**config.mk**
```make
export PLATFORM = sky130hd
export DESIGN_NAME = kmer_hasher
export DESIGN_NICKNAME = d
export VERILOG_FILES = /design/src/rtl/kmer_pkg.sv /design/src/rtl/hash_fifo.sv /design/src/rtl/kmer_hasher.sv
export SDC_FILE = /design/constraint.sdc
export NUM_CORES = 1
export LEC_CHECK = 0
export CAP_MARGIN = 20
export CORE_MARGIN = 4
export CORE_UTILIZATION = 37
export CTS_BUF_LIST = sky130_fd_sc_hd__clkbuf_4 sky130_fd_sc_hd__clkbuf_8
export CTS_CLUSTER_SIZE = 10
export DETAILED_ROUTE_END_ITERATION = 7
export DONT_BUFFER_PORTS = 1
export REMOVE_ABC_BUFFERS = 1
export SYNTH_ARGS = -nofsm -noshare
export SYNTH_HDL_FRONTEND = slang
export SYNTH_SLANG_ARGS = --single-unit
```
**constraint.sdc**
```tcl
create_clock -name clk -period 7.69 [get_ports clk]
set_clock_uncertainty 0.05 [all_clocks]
set_input_delay 1.538 -clock clk [delete_from_list [all_inputs] [get_ports clk]]
set_output_delay 1.538 -clock clk [all_outputs]
set_load 0.02 [all_outputs]
```
**src/rtl/kmer_pkg.sv**
```systemverilog
// rtl/kmer_pkg.sv - shared k-mer widths, hash multiplier and data types
package kmer_pkg;

    localparam int BYTE         = 8;
    localparam int KMER_SIZE    = 16;
    localparam int INDEX_LENGTH = 16;

    localparam logic [31:0] HASH_MULT = 32'h9E3779B1;

    typedef logic [KMER_SIZE*BYTE-1:0] kmer_t;
    typedef logic [INDEX_LENGTH-1:0]   index_t;

endpackage

```
**src/rtl/hash_fifo.sv**
```systemverilog
// rtl/hash_fifo.sv - parameterised synchronous FIFO with push/pop/full/empty/count
module hash_fifo #(
    parameter int WIDTH = 32,
    parameter int DEPTH = 4,
    parameter int CW    = $clog2(DEPTH) + 1
) (
    input  logic             clk,
    input  logic             rstn,
    input  logic             push,
    input  logic [WIDTH-1:0] wdata,
    input  logic             pop,
    output logic [WIDTH-1:0] rdata,
    output logic             full,
    output logic             empty,
    output logic [CW-1:0]    count
);

    localparam int PW = $clog2(DEPTH);

    logic [WIDTH-1:0] mem [DEPTH];
    logic [PW-1:0]    wr_ptr;
    logic [PW-1:0]    rd_ptr;
    logic             wr_ok;
    logic             rd_ok;

    assign full  = (count == CW'(DEPTH));
    assign empty = (count == '0);
    assign rdata = mem[rd_ptr];

    // A simultaneous pop frees the slot, so a push into a full queue still lands.
    assign wr_ok = push && (!full || pop);
    assign rd_ok = pop && !empty;

    always_ff @(posedge clk or negedge rstn) begin
        if (!rstn) begin
            wr_ptr <= '0;
            rd_ptr <= '0;
            count  <= '0;
        end else begin
            if (wr_ok) wr_ptr <= wr_ptr + 1'b1;
            if (rd_ok) rd_ptr <= rd_ptr + 1'b1;
            count <= count + {{(CW-1){1'b0}}, wr_ok} - {{(CW-1){1'b0}}, rd_ok};
        end
    end

    always_ff @(posedge clk) begin
        if (wr_ok) mem[wr_ptr] <= wdata;
    end

endmodule

```
**src/rtl/kmer_hasher.sv**
```systemverilog
// rtl/kmer_hasher.sv - 3-stage k-mer hash pipeline feeding a {hash, index} output FIFO
module kmer_hasher
    import kmer_pkg::*;
#(
    parameter int HASH_BITS  = 16,
    parameter int FIFO_DEPTH = 4
) (
    input  logic                      clk,
    input  logic                      rstn,
    input  logic [KMER_SIZE*BYTE-1:0] i_kmer,
    input  logic [INDEX_LENGTH-1:0]   i_kmer_index,
    input  logic                      i_kmer_ready,
    input  logic                      i_kmer_done,
    output logic [HASH_BITS-1:0]      o_hash,
    output logic [INDEX_LENGTH-1:0]   o_hash_index,
    output logic                      o_hash_valid,
    input  logic                      i_hash_ready,
    output logic                      o_hash_done,
    output logic                      o_overflow
);

    localparam int CW = $clog2(FIFO_DEPTH) + 1;
    localparam int DW = HASH_BITS + INDEX_LENGTH;

    logic [31:0]          a1, b1, h2;
    logic [HASH_BITS-1:0] h3;
    index_t               idx1, idx2, idx3;
    logic                 v1, v2, v3;

    logic [DW-1:0] fifo_rdata;
    logic          fifo_full;
    logic          fifo_empty;
    logic [CW-1:0] fifo_count;
    logic          pop;

    // Stage valids are reset; the data path is not, it is qualified by the valids.
    always_ff @(posedge clk or negedge rstn) begin
        if (!rstn) begin
            v1 <= 1'b0;
            v2 <= 1'b0;
            v3 <= 1'b0;
        end else begin
            v1 <= i_kmer_ready;
            v2 <= v1;
            v3 <= v2;
        end
    end

    always_ff @(posedge clk) begin
        a1   <= i_kmer[31:0] ^ i_kmer[95:64];
        b1   <= i_kmer[63:32] ^ i_kmer[127:96];
        idx1 <= i_kmer_index;
        h2   <= (a1 * HASH_MULT) ^ b1;
        idx2 <= idx1;
        h3   <= HASH_BITS'(h2 ^ (h2 >> 16));
        idx3 <= idx2;
    end

    assign pop = o_hash_valid && i_hash_ready;

    hash_fifo #(
        .WIDTH (DW),
        .DEPTH (FIFO_DEPTH),
        .CW    (CW)
    ) u_out_fifo (
        .clk   (clk),
        .rstn  (rstn),
        .push  (v3),
        .wdata ({h3, idx3}),
        .pop   (pop),
        .rdata (fifo_rdata),
        .full  (fifo_full),
        .empty (fifo_empty),
        .count (fifo_count)
    );

    assign o_hash_valid = !fifo_empty;
    assign o_hash       = fifo_empty ? '0 : fifo_rdata[DW-1:INDEX_LENGTH];
    assign o_hash_index = fifo_empty ? '0 : fifo_rdata[INDEX_LENGTH-1:0];

    always_ff @(posedge clk or negedge rstn) begin
        if (!rstn) begin
            o_overflow  <= 1'b0;
            o_hash_done <= 1'b0;
        end else begin
            if (v3 && fifo_full && !pop) o_overflow <= 1'b1;
            o_hash_done <= i_kmer_done && !i_kmer_ready && !v1 && !v2 && !v3
                           && (fifo_count == '0);
        end
    end

endmodule

```
==> Implementation_results.wiki, run 1 <==
{| class="wikitable"
! Metric !! Value
|-
| Run status || finished, final reports clean
|-
| Clock latency on the worst-skew pair || 620 ps
|-
| Width of the die || 231 microns
|-
| Critical-path top delay cell || dfxtp_1
|-
| Root buffer cell || clkbuf_8
|-
| Number of synthesized flops with an enable pin || 128
|-
| Fmax achieved || 139 MHz
|-
| DRC violations left || 0
|-
| Number of slew-limit violations in the final report || 0
|-
| Final HPWL DP || 32000 microns
|-
| Most congested layer reported by global routing || met2
|-
| Critical Path RT || 8110 ps
|-
| ANT nets after route || 0
|-
| Number of I/O pins || roughly 180
|-
| Number of global-route vias before repair || 10693
|-
| Kind of start point of the critical path || flip-flop
|-
| Relative max-transition margin || between 30% and 40%
|-
| Postcts setup bufs || 0
|-
| Layout area overhead || 11.6%
|-
| Sum of overflow across all layers after global routing || 0
|-
| Routed wire length || 40000 microns
|-
| Area of the die || 53300 sq um
|-
| ANT cells || 0
|-
| TNS Setup || 0 ps
|-
| Core Area || 49100 sq um
|-
| Number of antenna violations at the first check in global routing || 0
|-
| CP peak stage delay || 640 ps
|-
| Clock sink count || 300
|-
| Count of hold-fix buffers inserted at cts || 0
|-
| Hold Path Depth || 0
|-
| 1st-iter DRT viols || 299
|-
| Ratio of routed vias to standard cells || 4.42
|-
| Count of fill cells added during filler insertion || 4674
|-
| Critical Path Sink Type || flip-flop
|-
| Total of flip-flops plus latches after synthesis || 300
|-
| Mean area per synthesized cell || 13.1 sq um
|-
| Global-route met3 utilization || 3.28%
|-
| Final cell utilization of the core || 41.8%
|-
| Wire length per cell || roughly 18 microns
|-
| Clock-pin slew reported for the worst setup and hold paths after clock tree synthesis || 70 ps
|-
| Port Buffers || 0
|-
| Count of final hold-check violations || 0
|-
| Ys Warns || 0
|-
| Commonest cells after routing, fill and taps aside || inv_1 (349), fa_1 (205), ha_1 (193)
|-
| Number of detailed-route iterations in the first pass || 4
|-
| Met1 Track Usage GR || around a fifth
|-
| Number of clock buffers inserted by TritonCTS || 51
|-
| Number of endpoints failing setup at the final stage || 0
|-
| Total number of H-tree levels || 2
|-
| Period Utilization, post-route || 93.5%
|-
| Routability-driven placement congestion ratio || 0.889
|-
| Syn Inst Count || 1407
|-
| Worst Max-Slew Pin Slew || between 900 and 1000 ps
|-
| Synth Flop Type || dfxtp_1
|-
| Proportion of synthesized chip area in sequential cells || 40.0%
|-
| Std cell rows || 81
|-
| Maximum number of pins on one net before global-route repair || 35
|-
| RSZ-0062 raised after global routing || false
|-
| Wire length of the first global-routing pass || a little over 60000 microns
|-
| Maximum fanout encountered on the critical timing path || 9
|-
| Clock tree from TritonCTS || yes
|-
| WS Path Type || reg -> reg
|-
| Max-cap violation count || 0
|-
| Final worst path period need || between 7000 and 8000 ps
|-
| Post-synthesis cell type count || 47
|-
| Min-Delay Path Class || reg -> reg
|-
| NumNets Final || 2015
|-
| Number of buffers on the longest clock path || 3
|-
| Vertical extent of the die || between 200 and 250 microns
|-
| Total number of vias || ~9600
|-
| Combined area of all synthesized cells || roughly 18000 sq um
|-
| Proportion of layout cells with a drive suffix above 1 || 10.5%
|-
| Worst reg2reg path depth || 25
|-
| Routing usage on met2 || around a quarter
|-
| Quantity of gates resized following cts || 0
|-
| Starting utilization of the core area || 37.5%
|-
| Async set or reset register ratio after synthesis || 4.00%
|-
| Most common library cell in the layout ignoring fill and taps || inv_1
|-
| Gr usage total || around 15%
|-
| Data arrival time of the critical path || 7610 ps
|}
==> kinds of logic after synthesis <==
family	count (synthesis)	share of synthesized area, %
buffers and inverters	362	7.41
xor gates and xnor gates	177	8.44
AOI/OAI and AO/OA	58	2.21
muxes	32	3.92
adders and majority gates	398	35.5
DFF	300	40.0
and+or+nand+nor	80	2.57
==> worst max-delay path: cells and delay by family, from the launching register on <==
family                     cells  cell delay (ps)
adders and majority gates      9             4210
AOI/OAI and AO/OA              7             1470
DFF                            1              640
buffers and inverters          8              570
xor gates and xnor gates       1               90
==> flip-flops by register name, summed over array words and instances (netlist names), 2 cells and up <==
signal,cells
a1,32
b1,32
h2,32
h3,16
idx1,16
idx2,16
idx3,16
u_out_fifo.count,3
u_out_fifo.mem,128
u_out_fifo.rd_ptr,2
u_out_fifo.wr_ptr,2
==> worst paths after layout <==
kind,from,end,slack [ps]
setup / recovery,a1[4],h2[31],500
hold / removal,idx1[9],idx2[9],250
setup reg to reg,a1[4],h2[31],500
hold reg to reg,idx1[9],idx2[9],250
max in group asynchronous,rstn,u_out_fifo.rd_ptr[0],6950
min in group asynchronous,rstn,u_out_fifo.rd_ptr[1],560
==> per-stage QoR <==
stage	instances	hold WS, ps	worst slack [ps]	instance area [sq um]
after floorplan	1394	260	1290	18300
after global placement	2079	264	702	19300
after detailed placement	2079	262	505	19300
after CTS	2175	272	458	20500
after global routing	2175	267	157	20500
final	2175	253	499	20500
==> synth_stat cells (all sizes together) (2+ instances only) <==
library cell  count  area [sq um]
a21o             11          82.6
a21oi            18          93.8
a31o              2          17.5
a31oi             5          61.3
and2             41           259
buf               3          15.0
clkbuf           10          37.5
dfrtp            12           300
dfxtp           160          3200
edfxtp          128          3840
fa              205          4100
ha              193          2410
inv             349          1310
mux4             32           721
nand2             9          33.8
nor2              7          26.3
nor2b             4          25.0
nor3              6          30.0
o2111ai           2          17.5
o21ai            11          55.1
o21bai            2          15.0
xnor2            69           604
xor2            108           946
==> layer usage <==
metal	vias up	share of wire [%]
met5	-	0
met2	201	50
met3	58	5.0
li1	4557	-
met1	4790	42
met4	0	2.5
==> cell type report <==
class | instances | area, sq um | share of cell area, %
inverters | 349 | 1310 | 6.39
multi-input cells | 745 | 9670 | 47.2
clock buffers | 68 | 861 | 4.20
flip-flops and latches | 300 | 7350 | 35.8
well taps | 664 | 831 | 4.05
clock inverters | 28 | 320 | 1.56
repair buffers | 21 | 158 | 0.769
Power of run 1 is not shown: default switching activity piles up to over one toggle a cycle in this logic, so the estimate is an artifact.
==> run 2, diff against run 1 <==
--- a/config.mk
+++ b/config.mk
@@ -6,6 +6,7 @@
 export NUM_CORES = 1
 export LEC_CHECK = 0
 export CAP_MARGIN = 20
+export CORE_ASPECT_RATIO = 1.1
 export CORE_MARGIN = 4
 export CORE_UTILIZATION = 37
 export CTS_BUF_LIST = sky130_fd_sc_hd__clkbuf_4 sky130_fd_sc_hd__clkbuf_8
==> run 2 against run 1 <==
Sequential share of layout area about the same. Setup slack improved by 110 ps. Flip-flop and latch count unchanged. First-iteration DRC count increased by 12%. Register-to-register slack improved by 110 ps. Global-route usage increased by 0.36 points. Core utilization about the same. Design area decreased by 0.13%. Via count increased by 0.46%. Critical path depth unchanged. Maximum frequency increased by 1.5%. Critical endpoint unchanged. Highest routed layer unchanged.
==> Implementation_results.wiki, run 2 (synthesis gave the netlist of run 1 again) <==
{| class="wikitable"
! Metric !! Value
|-
| Postcts setup bufs || 0 (unchanged)
|-
| Worst reg2reg path depth || 25 (unchanged)
|-
| Most congested layer reported by global routing || met2
|-
| Hold_ws || 274 ps (+20.8 ps)
|-
| Quantity of gates resized following cts || 0 (unchanged)
|-
| Register-to-register setup slack || 610 ps (+110 ps)
|-
| Hold Path Depth || 0 (unchanged)
|-
| Max-cap violation count || 0 (unchanged)
|-
| Number of buffers on the longest clock path || 3 (unchanged)
|-
| Worst Max-Slew Pin Slew || 932 ps (+21.7 ps)
|-
| Layout area overhead || 11.4%
|-
| Sum of overflow across all layers after global routing || 0 (unchanged)
|-
| Number of I/O pins || 184 (unchanged)
|-
| Vertical extent of the die || 242 microns (+4.7%)
|-
| Port Buffers || 0 (unchanged)
|-
| Worst r2r dst || h2[31]
|-
| Final worst path period need || 7080 ps (-109 ps)
|-
| Routing usage on met2 || 28.6% (+2.1 points)
|-
| TNS Setup || 0 ps (unchanged)
|-
| Total number of H-tree levels || 2 (unchanged)
|-
| Largest reg by FF count || u_out_fifo.mem
|-
| Clock latency on the worst-skew pair || 640 ps (+20 ps)
|-
| Placement Cell Area || 19300 sq um (-0.16%)
|-
| Width of the die || 220 microns (-4.5%)
|-
| Most common library cell in the layout ignoring fill and taps || inv_1
|-
| Commonest cells after routing, fill and taps aside || inv_1 (349), fa_1 (205), ha_1 (193)
|-
| Final HPWL DP || 32800 microns (+2.6%)
|-
| Data arrival time of the critical path || 7610 ps (about the same)
|-
| WS Path Type || reg -> reg
|-
| RSZ-0062 raised after global routing || false
|-
| Gr usage total || 15.8% (+0.36 points)
|-
| Kind of start point of the critical path || flip-flop
|-
| Root buffer cell || clkbuf_8
|-
| Critical Path RT || 8210 ps (+100 ps)
|-
| Number of slew-limit violations in the final report || 0 (unchanged)
|-
| Starting utilization of the core area || 37.5% (about the same)
|-
| Routability-driven placement congestion ratio || 0.897 (+0.98%)
|-
| Relative max-transition margin || 37.9% (-1.4 points)
|-
| 1st-iter DRT viols || 335 (+12%)
|-
| Hold endpoint || idx2[13]
|-
| Ratio of routed vias to standard cells || 4.46 (+1.0%)
|-
| Period Utilization, post-route || 92.1% (-1.4 points)
|-
| Hold path start || idx1[13]
|-
| Flip-flop count of the largest register after layout || 128 (unchanged)
|-
| Count of final hold-check violations || 0 (unchanged)
|-
| Clock sink count || 300 (unchanged)
|-
| DRC violations left || 0 (unchanged)
|-
| Number of global-route vias before repair || 11011 (+3.0%)
|-
| Fmax achieved || 141 MHz (+1.5%)
|-
| NumNets Final || 2014 (-0.050%)
|-
| Number of endpoints failing setup at the final stage || 0 (unchanged)
|-
| Maximum fanout encountered on the critical timing path || 9 (unchanged)
|-
| Clock-pin slew reported for the worst setup and hold paths after clock tree synthesis || 70 ps (about the same)
|-
| Min-Delay Path Class || reg -> reg
|-
| Total number of vias || 9650 (+0.46%)
|-
| Worst flop-to-flop path startpoint || a1[4]
|-
| Final non-filler cell area || 20500 sq um (-0.13%)
|-
| Number of antenna violations at the first check in global routing || 1 (+1)
|-
| Proportion of layout cells with a drive suffix above 1 || 10.5% (-0.059 points)
|-
| Critical Path Sink Type || flip-flop
|-
| Wire length of the first global-routing pass || 63000 microns (+1.6%)
|-
| Run status || finished, final reports clean
|-
| Count of hold-fix buffers inserted at cts || 0 (unchanged)
|-
| Maximum number of pins on one net before global-route repair || 35 (unchanged)
|-
| Clock tree from TritonCTS || yes
|-
| ANT nets after route || 0 (unchanged)
|-
| Number of clock buffers inserted by TritonCTS || 52 (+2.0%)
|-
| Area of the die || 53300 sq um (about the same)
|-
| Std cell rows || 85 (+4.9%)
|-
| Number of detailed-route iterations in the first pass || 5 (+1)
|-
| Wire length per cell || 19.0 microns (+3.2%)
|-
| Global-route met3 utilization || 3.15% (-0.13 points)
|-
| Core Area || 49000 sq um (about the same)
|-
| Met1 Track Usage GR || 18.8% (-0.83 points)
|-
| Routed wire length || 41000 microns (+2.6%)
|}
==> run 2: changes by cell type in the layout (fill, tap and decap cells not counted), sizes merged, moves of 2 or more <==
cell / delta
clkbuf: +11
clkinvlp: -5
clkinv: -4
bufinv: -3
buf: -2
inv: +2
==> run 2: cell type report <==
class / instances / area [sq um]
Antenna cell: 1 / 2.50
Clock buffer: 79 / 1000
Clock inverter: 18 / 181
Fill cell: 4597 / 28600
Inverter: 349 / 1310
Multi-Input combinational cell: 745 / 9670
Sequential cell: 300 / 7350
Tap cell: 652 / 816
Timing Repair Buffer: 19 / 143
==> run 2: metal layers <==
layer,vias up,routed length (microns)
met3,59,1920
met1,4811,16300
met4,0,1050
met5,-,0
li1,4568,-
met2,212,21700
==> run 2: worst max-delay path, cell delays in order, from the launching register on <==
cell      delay [ps]
dfxtp_1          580
inv_1            200
fa_1             560
inv_1             50
fa_1             370
fa_1             480
inv_1             50
fa_1             470
inv_1             50
fa_1             490
inv_1             50
fa_1             530
inv_1             50
fa_1             470
inv_1             50
fa_1             470
inv_1             40
ha_1             340
o21ai_0          100
a22oi_1          120
a21boi_0         370
a31oi_4           90
a221oi_2         500
a21oi_2          140
a31oi_1          240
xnor2_1          140
==> run 2: how the worst max path moves through the flow <==
stage           from  endpoint  slack [ps]  cells after the start
5_1_grt        a1[7]    h2[30]         170                     23
6_report       a1[4]    h2[31]         610                     25
2_1_floorplan  a1[6]    h2[31]        1290                     25
4_1_cts        a1[7]    h2[30]         590                     23
3_3_place_gp   a1[4]    h2[31]         730                     25
3_5_place_dp   a1[4]    h2[31]         580                     25
==> run 2: per-stage QoR <==
step | utilization (%) | setup slack [ps] | std cells
3_3_place_gp | 39.3 | 726 | 2065
3_5_place_dp | 39.3 | 576 | 2065
4_1_cts | 41.8 | 589 | 2162
5_1_grt | 41.8 | 167 | 2162
2_1_floorplan | - | 1290 | 1394
6_report | 41.8 | 607 | 2163
Power of run 2 is left out for the same reason.
==> run 3, diff against run 2 <==
--- a/config.mk
+++ b/config.mk
@@ -6,6 +6,8 @@
 export NUM_CORES = 1
 export LEC_CHECK = 0
 export CAP_MARGIN = 20
+export CELL_PAD_IN_SITES_DETAIL_PLACEMENT = 0
+export CELL_PAD_IN_SITES_GLOBAL_PLACEMENT = 1
 export CORE_ASPECT_RATIO = 1.1
 export CORE_MARGIN = 4
 export CORE_UTILIZATION = 37
@@ -13,6 +15,7 @@
 export CTS_CLUSTER_SIZE = 10
 export DETAILED_ROUTE_END_ITERATION = 7
 export DONT_BUFFER_PORTS = 1
+export PLACE_DENSITY_LB_ADDON = 0.1
 export REMOVE_ABC_BUFFERS = 1
 export SYNTH_ARGS = -nofsm -noshare
 export SYNTH_HDL_FRONTEND = slang
==> run 3 against run 2 <==
Flip-flop and latch count unchanged. Die area unchanged. Global-route usage up 0.62 points. First-iteration DRC count down 17%. Hold slack worse by 5.9 ps. Critical path depth unchanged. Maximum frequency down 1.5%. Design area down 0.12%. Count of clock-buffer cells in the layout unchanged. Register-to-register slack worse by 110 ps. Critical path type unchanged. Critical endpoint unchanged. Largest cell class unchanged.
==> Implementation_results.wiki, run 3 (synthesis gave the netlist of run 1 again) <==
{| class="wikitable"
! Metric !! Value
|-
| Run status || finished, final reports clean
|-
| Maximum fanout encountered on the critical timing path || 9 (unchanged)
|-
| Data arrival time of the critical path || 7660 ps (+50 ps)
|-
| Final HPWL DP || 34100 microns (+4.1%)
|-
| Worst Max-Slew Pin Slew || 950 ps (+18.0 ps)
|-
| Std cell rows || 85 (unchanged)
|-
| Clock sink count || 300 (unchanged)
|-
| RSZ-0062 raised after global routing || false
|-
| Number of clock buffers inserted by TritonCTS || 53 (+1.9%)
|-
| Number of detailed-route iterations in the first pass || 4 (-1)
|-
| Root buffer cell || clkbuf_8
|-
| NumNets Final || 2015 (+0.050%)
|-
| Clock-pin slew reported for the worst setup and hold paths after clock tree synthesis || 60 ps (about the same)
|-
| Total number of vias || 9551 (-1.0%)
|-
| Max-cap violation count || 0 (unchanged)
|-
| Number of I/O pins || 184 (unchanged)
|-
| Worst r2r dst || h2[31]
|-
| Worst flop-to-flop path startpoint || a1[4]
|-
| Ratio of routed vias to standard cells || 4.42 (-1.0%)
|-
| Vertical extent of the die || 242 microns (unchanged)
|-
| Hold path start || idx2[3]
|-
| Maximum number of pins on one net before global-route repair || 33 (-5.7%)
|-
| Layout area overhead || 11.3%
|-
| Width of the die || 220 microns (unchanged)
|-
| Clock latency on the worst-skew pair || 620 ps (-20 ps)
|-
| Area of the die || 53300 sq um (unchanged)
|-
| Period Utilization, post-route || 93.5% (+1.4 points)
|-
| ANT nets after route || 0 (unchanged)
|-
| 1st-iter DRT viols || 279 (-17%)
|-
| Proportion of layout cells with a drive suffix above 1 || 10.7% (+0.20 points)
|-
| Largest reg by FF count || u_out_fifo.mem
|-
| Kind of start point of the critical path || flip-flop
|-
| Register-to-register setup slack || 500 ps (-110 ps)
|-
| Critical Path Sink Type || flip-flop
|-
| Number of slew-limit violations in the final report || 0 (unchanged)
|-
| Worst reg2reg path depth || 25 (unchanged)
|-
| Number of endpoints failing setup at the final stage || 0 (unchanged)
|-
| Relative max-transition margin || 36.7% (-1.2 points)
|-
| WS Path Type || reg -> reg
|-
| Quantity of gates resized following cts || 0 (unchanged)
|-
| Clock tree from TritonCTS || yes
|-
| Count of hold-fix buffers inserted at cts || 0 (unchanged)
|-
| Critical Path RT || 8160 ps (-50 ps)
|-
| Hold endpoint || idx3[3]
|-
| TNS Setup || 0 ps (unchanged)
|-
| Count of fill cells added during filler insertion || 4678 (+1.8%)
|-
| Sum of overflow across all layers after global routing || 0 (unchanged)
|-
| Most common library cell in the layout ignoring fill and taps || inv_1
|-
| Routed wire length || 42200 microns (+2.9%)
|-
| Wire length of the first global-routing pass || 64900 microns (+3.0%)
|-
| Wire length per cell || 19.5 microns (+2.9%)
|-
| Core Area || 49000 sq um (unchanged)
|-
| Final worst path period need || 7190 ps (+108 ps)
|-
| Number of global-route vias before repair || 11007 (-0.036%)
|-
| Total number of H-tree levels || 2 (unchanged)
|-
| Fmax achieved || 139 MHz (-1.5%)
|-
| Hold Path Depth || 0 (unchanged)
|-
| DRC violations left || 0 (unchanged)
|-
| Commonest cells after routing, fill and taps aside || inv_1 (349), fa_1 (205), ha_1 (193)
|-
| Port Buffers || 0 (unchanged)
|-
| Gr usage total || 16.4% (+0.62 points)
|-
| Postcts setup bufs || 0 (unchanged)
|-
| Min-Delay Path Class || reg -> reg
|-
| Count of final hold-check violations || 0 (unchanged)
|-
| Routability-driven placement congestion ratio || 0.864 (-3.7%)
|-
| Flip-flop count of the largest register after layout || 128 (unchanged)
|-
| Starting utilization of the core area || 37.5% (unchanged)
|-
| Number of buffers on the longest clock path || 3 (unchanged)
|-
| Number of antenna violations at the first check in global routing || 1 (unchanged)
|}
-- run 3: changes by cell type in the layout (fill, tap and decap cells not counted) --
cell / before / now
bufinv_16: 3 / 2
clkbuf_4: 14 / 15
clkbuf_8: 65 / 64
clkinv_1: 4 / 1
clkinv_2: 6 / 9
clkinv_4: 0 / 1
clkinvlp_4: 2 / 3
inv_6: 1 / 0
-- run 3: worst max path at each step --
stage / startpoint / end / slack, ps / depth (start not counted)
after CTS: a1[4] / h2[31] / 450 / 25
after floorplan: a1[6] / h2[31] / 1290 / 25
after detailed placement: a1[4] / h2[31] / 500 / 25
after global placement: a1[4] / h2[31] / 560 / 25
final: a1[4] / h2[31] / 500 / 25
after global routing: a1[4] / h2[31] / 90 / 25
-- run 3: final cells by class --
cell class / instances / area [sq um] / share of cell area, %
multi-input cells: 745 / 9670 / 47.3
clock buffers: 79 / 993 / 4.86
well taps: 652 / 816 / 3.99
clock inverters: 18 / 163 / 0.795
diodes: 1 / 2.50 / 0.0122
inverters: 349 / 1310 / 6.41
flip-flops and latches: 300 / 7350 / 35.9
repair buffers: 19 / 143 / 0.698
-- run 3: metal layers --
layer	wire length (microns)	global-route usage, %	part of all wire, %	up-vias
met2	22600	29.9	53	154
met4	1100	4.81	2.6	0
li1	-	-	-	4572
met1	17100	19.8	41	4767
met5	0	0	0	-
met3	1400	2.61	3.3	58
-- run 3: critical path, stage by stage (launching register included) --
cell and delay, ps:
dfxtp_1 600, inv_1 220, fa_1 560, inv_1 50, fa_1 370, fa_1 480, inv_1 50, fa_1 470
inv_1 50, fa_1 490, inv_1 50, fa_1 520, inv_1 50, fa_1 470, inv_1 50, fa_1 470
inv_1 40, ha_1 340, o21ai_0 100, a22oi_1 120, a21boi_0 330, a31oi_4 100, a221oi_2 550, a21oi_2 140
a31oi_1 230, xnor2_1 140
-- run 3: through the flow --
| stage | cell area (sq um) | util, % | hold WS, ps | worst slack (ps) | instances |
|---|---|---|---|---|---|
| final | 20400 | 41.7 | 268 | 500 | 2163 |
| after global routing | 20400 | 41.7 | 279 | 93.3 | 2163 |
| after CTS | 20400 | 41.7 | 270 | 445 | 2162 |
| after detailed placement | 19300 | 39.3 | 262 | 496 | 2065 |
| after global placement | 19300 | 39.3 | 260 | 563 | 2065 |
| after floorplan | 18300 | - | 260 | 1290 | 1394 |
Power of run 3 is left out for the same reason.
